===== src/rtl/div_issue_ctrl_if.sv =====
// div_issue_ctrl_if
//   Bundles the three handshakes around the division issue controller:
//     issue_*  : request from the pipeline (valid/ready, op, operands, tag)
//     div_*    : start/done exchange with the unsigned divider core
//     wb_*     : result towards writeback (valid/ack, data, tag)
//   Modports:
//     master : the controller (initiator of the divider transaction)
//     slave  : the environment (issuing pipeline, divider core, writeback)
interface div_issue_ctrl_if #(
    parameter int DIV_WIDTH = 32,
    parameter int ID_W      = 3
);
    localparam int CLZ_W = $clog2(DIV_WIDTH);

    logic                 issue_valid;
    logic                 issue_ready;
    logic [1:0]           issue_op;
    logic [DIV_WIDTH-1:0] issue_rs1;
    logic [DIV_WIDTH-1:0] issue_rs2;
    logic [ID_W-1:0]      issue_id;

    logic                 div_start;
    logic [DIV_WIDTH-1:0] div_dividend;
    logic [DIV_WIDTH-1:0] div_divisor;
    logic [CLZ_W-1:0]     div_dividend_clz;
    logic [CLZ_W-1:0]     div_divisor_clz;
    logic                 div_done;
    logic [DIV_WIDTH-1:0] div_quotient;
    logic [DIV_WIDTH-1:0] div_remainder;

    logic                 wb_valid;
    logic                 wb_ack;
    logic [DIV_WIDTH-1:0] wb_data;
    logic [ID_W-1:0]      wb_id;

    modport master (
        input  issue_valid, issue_op, issue_rs1, issue_rs2, issue_id,
        output issue_ready,
        output div_start, div_dividend, div_divisor, div_dividend_clz, div_divisor_clz,
        input  div_done, div_quotient, div_remainder,
        output wb_valid, wb_data, wb_id,
        input  wb_ack
    );

    modport slave (
        output issue_valid, issue_op, issue_rs1, issue_rs2, issue_id,
        input  issue_ready,
        input  div_start, div_dividend, div_divisor, div_dividend_clz, div_divisor_clz,
        output div_done, div_quotient, div_remainder,
        input  wb_valid, wb_data, wb_id,
        output wb_ack
    );
endinterface


===== src/rtl/div_issue_ctrl.sv =====
// div_issue_ctrl
//   Issue-side controller for RISC-V DIV/DIVU/REM/REMU on top of an unsigned
//   divider core. Takes a request, converts signed operands to magnitudes,
//   computes leading-zero counts, fires one start to the core, collects the
//   quotient/remainder, applies sign correction and divide-by-zero results,
//   and offers the result on a valid/ack writeback handshake.
//   Ports:
//     clk, rst : clock, synchronous active-high reset
//     bus      : div_issue_ctrl_if.master (issue_*, div_*, wb_* signals)
module div_issue_ctrl #(
    parameter int DIV_WIDTH = 32,
    parameter int ID_W      = 3
) (
    input  logic             clk,
    input  logic             rst,
    div_issue_ctrl_if.master bus
);
    localparam int CLZ_W = $clog2(DIV_WIDTH);

    typedef enum logic [2:0] {
        S_IDLE, S_PREP, S_START, S_WAIT, S_CAPTURE, S_RESULT
    } state_t;

    state_t               state;
    logic                 issue_ready_q;
    logic                 div_start_q;
    logic                 wb_valid_q;
    logic [DIV_WIDTH-1:0] wb_data_q;
    logic [ID_W-1:0]      wb_id_q;
    logic [DIV_WIDTH-1:0] dvd_mag_q;
    logic [DIV_WIDTH-1:0] dvs_mag_q;
    logic [CLZ_W-1:0]     dvd_clz_q;
    logic [CLZ_W-1:0]     dvs_clz_q;
    logic [DIV_WIDTH-1:0] rs1_q;
    logic [ID_W-1:0]      id_q;
    logic                 rem_sel_q;
    logic                 rs1_neg_q;
    logic                 rs2_neg_q;
    logic                 dvs_zero_q;

    logic                 issue_fire;
    logic                 issue_signed;
    logic [DIV_WIDTH-1:0] raw_quo;
    logic [DIV_WIDTH-1:0] raw_rem;
    logic [DIV_WIDTH-1:0] res_fixed;

    // Two's complement negation; the most negative value maps onto itself,
    // which read as unsigned is exactly its magnitude 2^(W-1).
    function automatic logic [DIV_WIDTH-1:0] negate(input logic [DIV_WIDTH-1:0] v);
        logic signed [DIV_WIDTH-1:0] s;
        s = $signed(v);
        return $unsigned(-s);
    endfunction

    function automatic logic [DIV_WIDTH-1:0] magnitude(input logic [DIV_WIDTH-1:0] v,
                                                       input logic               sgn);
        return (sgn && v[DIV_WIDTH-1]) ? negate(v) : v;
    endfunction

    // Leading-zero count; zero input saturates to DIV_WIDTH-1 so the result
    // always fits in CLZ_W bits.
    function automatic logic [CLZ_W-1:0] clz(input logic [DIV_WIDTH-1:0] v);
        logic [CLZ_W-1:0] n;
        logic             found;
        n     = CLZ_W'(DIV_WIDTH - 1);
        found = 1'b0;
        for (int i = DIV_WIDTH - 1; i >= 0; i--) begin
            if (!found && v[i]) begin
                n     = CLZ_W'(DIV_WIDTH - 1 - i);
                found = 1'b1;
            end
        end
        return n;
    endfunction

    // Quotient sign follows sign(rs1) ^ sign(rs2); remainder follows rs1.
    // Neg flags are only ever set for signed ops, so unsigned passes through.
    function automatic logic [DIV_WIDTH-1:0] sign_fix(input logic               rem_sel,
                                                      input logic               n1,
                                                      input logic               n2,
                                                      input logic [DIV_WIDTH-1:0] q,
                                                      input logic [DIV_WIDTH-1:0] r);
        logic [DIV_WIDTH-1:0] qf;
        logic [DIV_WIDTH-1:0] rf;
        qf = (n1 ^ n2) ? negate(q) : q;
        rf = n1 ? negate(r) : r;
        return rem_sel ? rf : qf;
    endfunction

    assign issue_fire   = bus.issue_valid && issue_ready_q;
    assign issue_signed = ~bus.issue_op[0];

    // Early termination in START means divisor > dividend: the core's
    // outputs are not meaningful yet, so the raw result is synthesised here.
    always_comb begin
        raw_quo = bus.div_quotient;
        raw_rem = bus.div_remainder;
        if (state == S_START) begin
            raw_quo = '0;
            raw_rem = dvd_mag_q;
        end
        res_fixed = sign_fix(rem_sel_q, rs1_neg_q, rs2_neg_q, raw_quo, raw_rem);
    end

    always_ff @(posedge clk) begin
        if (rst) begin
            state         <= S_IDLE;
            issue_ready_q <= 1'b1;
            div_start_q   <= 1'b0;
            wb_valid_q    <= 1'b0;
            wb_data_q     <= '0;
            wb_id_q       <= '0;
            dvd_mag_q     <= '0;
            dvs_mag_q     <= '0;
            dvd_clz_q     <= '0;
            dvs_clz_q     <= '0;
            rs1_q         <= '0;
            id_q          <= '0;
            rem_sel_q     <= 1'b0;
            rs1_neg_q     <= 1'b0;
            rs2_neg_q     <= 1'b0;
            dvs_zero_q    <= 1'b0;
        end else begin
            div_start_q <= 1'b0;
            case (state)
                S_IDLE: begin
                    if (issue_fire) begin
                        rem_sel_q     <= bus.issue_op[1];
                        id_q          <= bus.issue_id;
                        rs1_q         <= bus.issue_rs1;
                        rs1_neg_q     <= issue_signed && bus.issue_rs1[DIV_WIDTH-1];
                        rs2_neg_q     <= issue_signed && bus.issue_rs2[DIV_WIDTH-1];
                        dvs_zero_q    <= (bus.issue_rs2 == '0);
                        dvd_mag_q     <= magnitude(bus.issue_rs1, issue_signed);
                        dvs_mag_q     <= magnitude(bus.issue_rs2, issue_signed);
                        issue_ready_q <= 1'b0;
                        state         <= S_PREP;
                    end
                end
                S_PREP: begin
                    dvd_clz_q <= clz(dvd_mag_q);
                    dvs_clz_q <= clz(dvs_mag_q);
                    if (dvs_zero_q) begin
                        // x/0: quotient all ones, remainder is the original rs1
                        wb_data_q  <= rem_sel_q ? rs1_q : '1;
                        wb_id_q    <= id_q;
                        wb_valid_q <= 1'b1;
                        state      <= S_RESULT;
                    end else begin
                        div_start_q <= 1'b1;
                        state       <= S_START;
                    end
                end
                S_START: begin
                    if (bus.div_done) begin
                        wb_data_q  <= res_fixed;
                        wb_id_q    <= id_q;
                        wb_valid_q <= 1'b1;
                        state      <= S_RESULT;
                    end else begin
                        state <= S_WAIT;
                    end
                end
                S_WAIT: begin
                    if (bus.div_done) state <= S_CAPTURE;
                end
                S_CAPTURE: begin
                    wb_data_q  <= res_fixed;
                    wb_id_q    <= id_q;
                    wb_valid_q <= 1'b1;
                    state      <= S_RESULT;
                end
                S_RESULT: begin
                    if (bus.wb_ack) begin
                        wb_valid_q    <= 1'b0;
                        issue_ready_q <= 1'b1;
                        state         <= S_IDLE;
                    end
                end
                default: begin
                    state         <= S_IDLE;
                    issue_ready_q <= 1'b1;
                    wb_valid_q    <= 1'b0;
                end
            endcase
        end
    end

    assign bus.issue_ready      = issue_ready_q;
    assign bus.div_start        = div_start_q;
    assign bus.div_dividend     = dvd_mag_q;
    assign bus.div_divisor      = dvs_mag_q;
    assign bus.div_dividend_clz = dvd_clz_q;
    assign bus.div_divisor_clz  = dvs_clz_q;
    assign bus.wb_valid         = wb_valid_q;
    assign bus.wb_data          = wb_data_q;
    assign bus.wb_id            = wb_id_q;
endmodule

===== src/flat_wrapper.sv =====
// flat-port wrapper written by rule: the top's interface ports become plain ports
module div_issue_ctrl_flat 
#(
    parameter int DIV_WIDTH = 32,
    parameter int ID_W      = 3
)
  (clk, rst, bus_issue_valid, bus_issue_op, bus_issue_rs1, bus_issue_rs2, bus_issue_id, bus_issue_ready, bus_div_start, bus_div_dividend, bus_div_divisor, bus_div_dividend_clz, bus_div_divisor_clz, bus_div_done, bus_div_quotient, bus_div_remainder, bus_wb_valid, bus_wb_data, bus_wb_id, bus_wb_ack);
  div_issue_ctrl_if #(.DIV_WIDTH(DIV_WIDTH), .ID_W(ID_W)) bus_i ();
  input  logic clk;
  input  logic rst;
  input wire logic [$bits(bus_i.issue_valid)-1:0] bus_issue_valid;
  input wire logic [$bits(bus_i.issue_op)-1:0] bus_issue_op;
  input wire logic [$bits(bus_i.issue_rs1)-1:0] bus_issue_rs1;
  input wire logic [$bits(bus_i.issue_rs2)-1:0] bus_issue_rs2;
  input wire logic [$bits(bus_i.issue_id)-1:0] bus_issue_id;
  output wire logic [$bits(bus_i.issue_ready)-1:0] bus_issue_ready;
  output wire logic [$bits(bus_i.div_start)-1:0] bus_div_start;
  output wire logic [$bits(bus_i.div_dividend)-1:0] bus_div_dividend;
  output wire logic [$bits(bus_i.div_divisor)-1:0] bus_div_divisor;
  output wire logic [$bits(bus_i.div_dividend_clz)-1:0] bus_div_dividend_clz;
  output wire logic [$bits(bus_i.div_divisor_clz)-1:0] bus_div_divisor_clz;
  input wire logic [$bits(bus_i.div_done)-1:0] bus_div_done;
  input wire logic [$bits(bus_i.div_quotient)-1:0] bus_div_quotient;
  input wire logic [$bits(bus_i.div_remainder)-1:0] bus_div_remainder;
  output wire logic [$bits(bus_i.wb_valid)-1:0] bus_wb_valid;
  output wire logic [$bits(bus_i.wb_data)-1:0] bus_wb_data;
  output wire logic [$bits(bus_i.wb_id)-1:0] bus_wb_id;
  input wire logic [$bits(bus_i.wb_ack)-1:0] bus_wb_ack;
  assign bus_i.issue_valid = bus_issue_valid;
  assign bus_i.issue_op = bus_issue_op;
  assign bus_i.issue_rs1 = bus_issue_rs1;
  assign bus_i.issue_rs2 = bus_issue_rs2;
  assign bus_i.issue_id = bus_issue_id;
  assign bus_issue_ready = bus_i.issue_ready;
  assign bus_div_start = bus_i.div_start;
  assign bus_div_dividend = bus_i.div_dividend;
  assign bus_div_divisor = bus_i.div_divisor;
  assign bus_div_dividend_clz = bus_i.div_dividend_clz;
  assign bus_div_divisor_clz = bus_i.div_divisor_clz;
  assign bus_i.div_done = bus_div_done;
  assign bus_i.div_quotient = bus_div_quotient;
  assign bus_i.div_remainder = bus_div_remainder;
  assign bus_wb_valid = bus_i.wb_valid;
  assign bus_wb_data = bus_i.wb_data;
  assign bus_wb_id = bus_i.wb_id;
  assign bus_i.wb_ack = bus_wb_ack;
  div_issue_ctrl #(.DIV_WIDTH(DIV_WIDTH), .ID_W(ID_W)) u_core (.clk(clk), .rst(rst), .bus(bus_i));
endmodule

===== config.mk =====
export PLATFORM = sky130hd
export DESIGN_NAME = div_issue_ctrl_flat
export DESIGN_NICKNAME = d
export VERILOG_FILES = /design/src/rtl/div_issue_ctrl_if.sv /design/src/rtl/div_issue_ctrl.sv /design/src/flat_wrapper.sv
export SDC_FILE = /design/constraint.sdc
export NUM_CORES = 1
export LEC_CHECK = 0
export CAP_MARGIN = 40
export CORE_ASPECT_RATIO = 0.5
export CORE_MARGIN = 2
export CORE_UTILIZATION = 45
export DETAILED_ROUTE_END_ITERATION = 6
export GPL_TIMING_DRIVEN = 1
export PLACE_DENSITY = 0.74
export SLEW_MARGIN = 30
export SYNTH_ARGS = -nofsm -noshare
export SYNTH_HDL_FRONTEND = slang
export SYNTH_SLANG_ARGS = --single-unit

===== constraint.sdc =====
create_clock -name clk -period 5.4 [get_ports clk]
set_input_delay 1.08 -clock clk [delete_from_list [all_inputs] [get_ports clk]]
set_output_delay 1.08 -clock clk [all_outputs]
set_load 0.005 [all_outputs]

Yosys cells after proc, flatten, opt, wreduce, memory -nomap -nowiden:

Cells that the tools add are included.

* bits in registers: 154
* bits in read-only memories: 0
* input port bits: 138
* latch bits: 0
* memories kept: 0
* RAM bits: 0

* reduce and logical (&&, ||, !) cells: 138
* shift-type cells: 0
* magnitude comparators: 0
* div/mod/pow operators: 0
* multipliers: 0
* equality and inequality tests: 10
* bitwise logic cells: 5
* multiplexer cells: 278
* $add $sub $neg: 4

Operator list (number)
* $mux W32: 10
* $mux W5: 64
* $mux W1: 192
* $neg A32 Y32: 4
* $pmux W32 S3: 1
* $logic_and A1 B1 Y1: 65
* $logic_not A1 Y1: 62
* $logic_not A32 Y1: 1
* $mux W3: 7
* $pmux W3 S6: 1
* $pmux W3 S3: 1
* $reduce_and A3 Y1: 3
* $eq A3 B2 Y1 const B: 2
* $eq A3 B3 Y1 const B: 2
* $ne A2 B2 Y1 const B: 3
* $pmux W1 S5: 1
* $ne A2 B1 Y1 const B: 2
* $not A1 Y1: 4
* $reduce_and A4 Y1: 1
* $reduce_or A2 Y1: 2
* $reduce_or A4 Y1: 1
* $eq A3 B1 Y1 const B: 1
* $logic_not A3 Y1: 1
* $pmux W1 S3: 1
* 3 further kinds: 3

Logic depth before layout (Yosys ltp):

* depth in word-level cells: 156
* depth in mapped cells: 15
* mapped depth without buffers: 10

Worst setup path after synthesis:

No wires, ideal clock.

* path type: reg2reg
* start point: register u_core.state[2]
* end point: register u_core.wb_data_q[28], in the netlist u_core.bus.wb_data[28]
* path slack: 1.581 ns
* period minus slack after synthesis: 3.819 ns
* cell stages (with the launch flop): 16
* buffers on the path: 5
* arrival: 3.746 ns
* data required time: 5.327 ns
* setup time: 0.073 ns
* cells stage by stage: dfxtp_1 -> or3b_1 -> buf_2 -> buf_6 -> buf_2 -> buf_2 -> clkbuf_1 -> mux2i_1 -> ha_1 -> or4b_2 -> nor4_1 -> o21ai_1 -> o41ai_2 -> xnor2_1 -> a22o_1 -> nor3_2

* longest elaborated chain between the ends: 7
* elaborated cells between the ends (all ways): 16
* those cells by class: add/sub (2); eq/ne (5); mux (7); reduce/logical (2)

RTL lines
* from (decl): RTL line div_issue_ctrl.sv:24 `state_t state;`
* from (signal assigned): RTL line div_issue_ctrl.sv:107 `state <= S_IDLE;`
* from (signal assigned): RTL line div_issue_ctrl.sv:137 `state <= S_PREP;`
* from (signal assigned): RTL line div_issue_ctrl.sv:148 `state <= S_RESULT;`
* $eq A3 B2 Y1: RTL line div_issue_ctrl.sv:98, div_issue_ctrl.sv:125
* $mux W32: RTL line div_issue_ctrl.sv:98 `if (state == S_START) begin`
* $neg A32 Y32: RTL line div_issue_ctrl.sv:52 `return $unsigned(-s);`
* $mux W32 (on tied branches): RTL line div_issue_ctrl.sv:85, div_issue_ctrl.sv:86
* $mux W32: RTL line div_issue_ctrl.sv:87 `return rem_sel ? rf : qf;`
* $mux W32: RTL line div_issue_ctrl.sv:155 `if (bus.div_done) begin`
* $pmux W32 S3: RTL line div_issue_ctrl.sv:125 `case (state)`
* to (signal assigned): RTL line div_issue_ctrl.sv:145 `wb_data_q <= rem_sel_q ? rs1_q : '1;`
* to (signal assigned): RTL line div_issue_ctrl.sv:156 `wb_data_q <= res_fixed;`
* to (signal assigned): RTL line div_issue_ctrl.sv:168 `wb_data_q <= res_fixed;`
* to (decl): RTL line div_issue_ctrl.sv:28 `logic [DIV_WIDTH-1:0] wb_data_q;`

Parallel ways exist; a longest one is shown, timed or not. The select of a mux whose other input is x is not followed.
A chain may end at the register's enable or synchronous reset.

Worst setup path after layout:

* start point: register u_core.state[1]
* end point: register u_core.wb_data_q[28], in the netlist u_core.bus.wb_data[28]

The elaborated chain is that of the path after synthesis.

==> summary.txt <==
Status
  – Status: finished, final reports clean

Drt
  – Drt wl/cell: 21.5 um
  – Vias per cell: 6.09
  – Post-route ant nets: 0
  – DRT iter0 DRCs: roughly 1300
  – Final Routed Wirelength: slightly below 40000 um
  – Total number of vias: roughly 11000
  – DRC errors left: 0
  – 1st-pass router iterations: 6

Synthesis
  – Synth top area share: a little under a third
  – Netlist cell types: 81
  – Synth Cell Area: between 0.009 and 0.01 sq mm
  – Synth Warn #: 0
  – EDFF count, synth: 0
  – Most instantiated library cell after synthesis: nand2_1
  – Top cells by area, synth: dfxtp_1 (31%), a21oi_1 (6.7%), nand2_1 (6.1%), nor2_1 (5.8%), xor2_1 (5.1%)
  – Post-synthesis cell count: approximately 1300
  – Top FF cell, synth: dfxtp_1
  – Post-synthesis sequential area ratio: slightly above 30%
  – Syn nets: ~1500
  – Avg Inst Size Synth: roughly 7.5 sq um
  – Post-synth ARST share: 0%
  – #FFs+latches synth: 153
  – Commonest cells in the netlist: nand2_1 (161), nor2_1 (154), dfxtp_1 (153), a21oi_1 (132), o21ai_0 (85)
  – Leading area contributor after synthesis: dfxtp_1

STA
  – Peak Freq: 249 MHz
  – Final worst setup slack: around 1400 ps
  – Hold WS: roughly 460 ps
  – Fin Setup TNS: 0 ps
  – Max-slew violation count: 0
  – Worst-Margin Slew: between 700 and 800 ps
  – Min cycle time layout: roughly 4000 ps
  – Clock Skews: between 10 and 15 ps
  – RSZ-0062 raised after global routing: false
  – Final Cycle Share: about three quarters
  – Slew HR: between 40% and 50%
  – Final setup violation count: 0
  – Hold Fails Final Rpt: 0

Placement
  – Final RePlAce weighted congestion: around 0.96
  – Post-DP HPWL: about 30000 um
  – Post-DP Area: 0.0127 sq mm
  – Pre-CTS WS: roughly 1300 ps
  – PortBufs: 249

Clock network
  – Clk Latency, worst-skew pair: roughly 430 ps
  – Post-CTS Setup Inserts: 0
  – CTS tree: yes
  – Worst-path clk slew: 70 ps
  – Worst-case clock buffer depth: 2
  – Clock Sink Count: approximately 150
  – Clock root buffer: clkbuf_16
  – CTS Hold Bufs: 0
  – Resized Gates After CTS: 0
  – H-tree Lvls: 4
  – TritonCTS buffer count: 17

Flow run
  – Max cap viols: 0

Die
  – IO Pins: 250
  – Die height: 109 um
  – FP Rows: 38
  – Die boundary width: roughly 210 um
  – Core footprint: about 0.022 sq mm
  – Initial Util: 45.9%
  – Die area: about 0.023 sq mm

Power and ir drop
  – Internal power: approximately 2700 uW
  – Pwr dens: around 320 mW/mm^2
  – Maximum VDD drop: roughly 0.24 mV
  – Comb power frac: a little over a third
  – Net switching power: 1610 uW
  – Switching share of power: 37.7%
  – Clock power share: between 20% and 30%
  – Flop pwr share: 36.1%
  – Leakage: around 0.0046 uW

Layout
  – Final Cell Area: 0.0133 sq mm
  – Nets@finish: about 1700
  – P&R area growth vs syn: 33.8%
  – Fraction of layout cells with a size suffix above 1: just under 6%
  – Antenna cell count: 0

Critical path
  – Crit start category: flip-flop
  – Worst path required time: about 5800 ps
  – Critical path peak fanout: 27
  – CP max stage delay: between 600 and 700 ps
  – Kind of critical path: reg -> reg
  – Critical Path, Cell by Cell: or3b_4 -> mux2i_1 -> ha_1 -> or4b_2 -> nor4_1 -> o21ai_1 -> o41ai_2 -> xnor2_1 -> a22o_1 -> nor3_2
  – CP max-delay cell: or4b_2
  – Crit path DAT: ~4400 ps
  – Critical path endpoint category: flip-flop

Global route
  – Top Usage Layer GRT: met2
  – First-pass GRT wire length: roughly 60000 um
  – Antenna violations before repair: 0
  – GRT Total Usage: between 30% and 40%
  – Met3 Track Usage GR: roughly 8%
  – GR Layer Usage met1: 47.5%
  – Vias in the first global route: between 10000 and 15000
  – Total gr overflow: 0
  – Met2 Track Usage GR: between 50% and 60%
  – Pin count of the biggest net entering global routing: 99

Worst hold path
  – Hold Path Class: reg -> reg
power groups by stage:
| stage | combinational, uW | clock [uW] | sequential (uW) |
|---|---|---|---|
| floorplan | 828 | 0 | 1460 |
| global route | 1650 | 1250 | 1550 |
| detailed placement | 1480 | 0 | 1550 |
| global placement | 1450 | 0 | 1550 |
| CTS | 1490 | 1200 | 1530 |
| finish | 1520 | 1200 | 1540 |
stage by stage:
step	total power [uW]	std cells	utilization [%]
6_report	4260	1849	61.4
5_1_grt	4450	1849	61.4
4_1_cts	4210	1845	61.2
3_5_place_dp	3030	1813	58.5
3_3_place_gp	3000	1810	58.3
2_1_floorplan	2290	1326	-
cell type report:
class                      instances  area (sq um)
fill                            1985          8350
multi-input combinational       1064          6450
sequential                       153          3060
timing repair buffer             273          2720
clock buffer                      19           433
tap                              300           375
clock inverter                    13           134
inverter                          27           101
cells in the final DEF, fill, tap and decap left out, types with 6 or more instances in the layout:
master           instances
a211oi_1                53
a21oi_1                131
a31oi_1                 14
a32o_1                   6
buf_4                   19
clkbuf_16               17
clkdlybuf4s50_1        248
dfxtp_1                153
inv_1                   25
mux2i_1                 30
nand2_1                161
nand2b_1                14
nand3_1                 12
nor2_1                 154
nor2b_1                  6
nor3_1                  46
nor4_1                  34
o211ai_1                10
o21ai_0                 85
o22ai_1                 13
o31ai_1                 18
o41ai_1                 10
or3_1                   20
or4_1                   17
xnor2_1                 52
xor2_1                  58
final timing paths:
path / slack [ps] / from / cells after the start / end
max: 1390 / u_core.state[1] / 10 / u_core.bus.wb_data[28]
min: 460 / u_core.rs1_q[24] / 2 / u_core.rs1_q[24]
max reg2reg: 1390 / u_core.state[1] / 10 / u_core.bus.wb_data[28]
min reg2reg: 460 / u_core.rs1_q[24] / 2 / u_core.rs1_q[24]
state kept, by name, indices dropped and copies added (netlist names):
| register | cells |
|---|---|
| u_core.rem_sel_q | 1 |
| u_core.bus.wb_id | 3 |
| u_core.bus.wb_data | 32 |
| u_core.bus.div_start | 1 |
| u_core.bus.issue_ready | 1 |
| u_core.bus.div_divisor | 32 |
| u_core.dvs_zero_q | 1 |
| u_core.id_q | 3 |
| u_core.bus.div_dividend | 31 |
| u_core.bus.div_divisor_clz | 5 |
| u_core.bus.div_dividend_clz | 5 |
| u_core.bus.wb_valid | 1 |
| u_core.rs1_neg_q | 1 |
| u_core.state | 3 |
| u_core.rs1_q | 32 |
| u_core.rs2_neg_q | 1 |
worst max-delay path: cells and delay by family, from the launching register on:
kind                       cells  cell delay, ps
AOI/OAI and AO/OA              3             830
xor gates and xnor gates       1             150
and+or+nand+nor                4            1730
DFF                            1             640
adders and majority gates      1             290
muxes                          1             290
kinds of logic after synthesis:
| logic type | after synthesis | synth area share (%) |
|---|---|---|
| AO/OA/AOI/OAI | 406 | 26.2 |
| XOR/XNOR | 110 | 9.71 |
| adder cells (fa/ha/maj) | 4 | 0.504 |
| buffers and inverters | 109 | 4.32 |
| flip-flops | 153 | 30.9 |
| multiplexers | 36 | 3.73 |
| AND/OR/NAND/NOR | 508 | 24.6 |
per-layer routing:
layer / wire, um / up-vias
li1: - / 5276
met1: 18000 / 5411
met2: 17300 / 547
met3: 4040 / 28
met4: 312 / 0
met5: 0 / -
(Power assumes the default switching activity.)
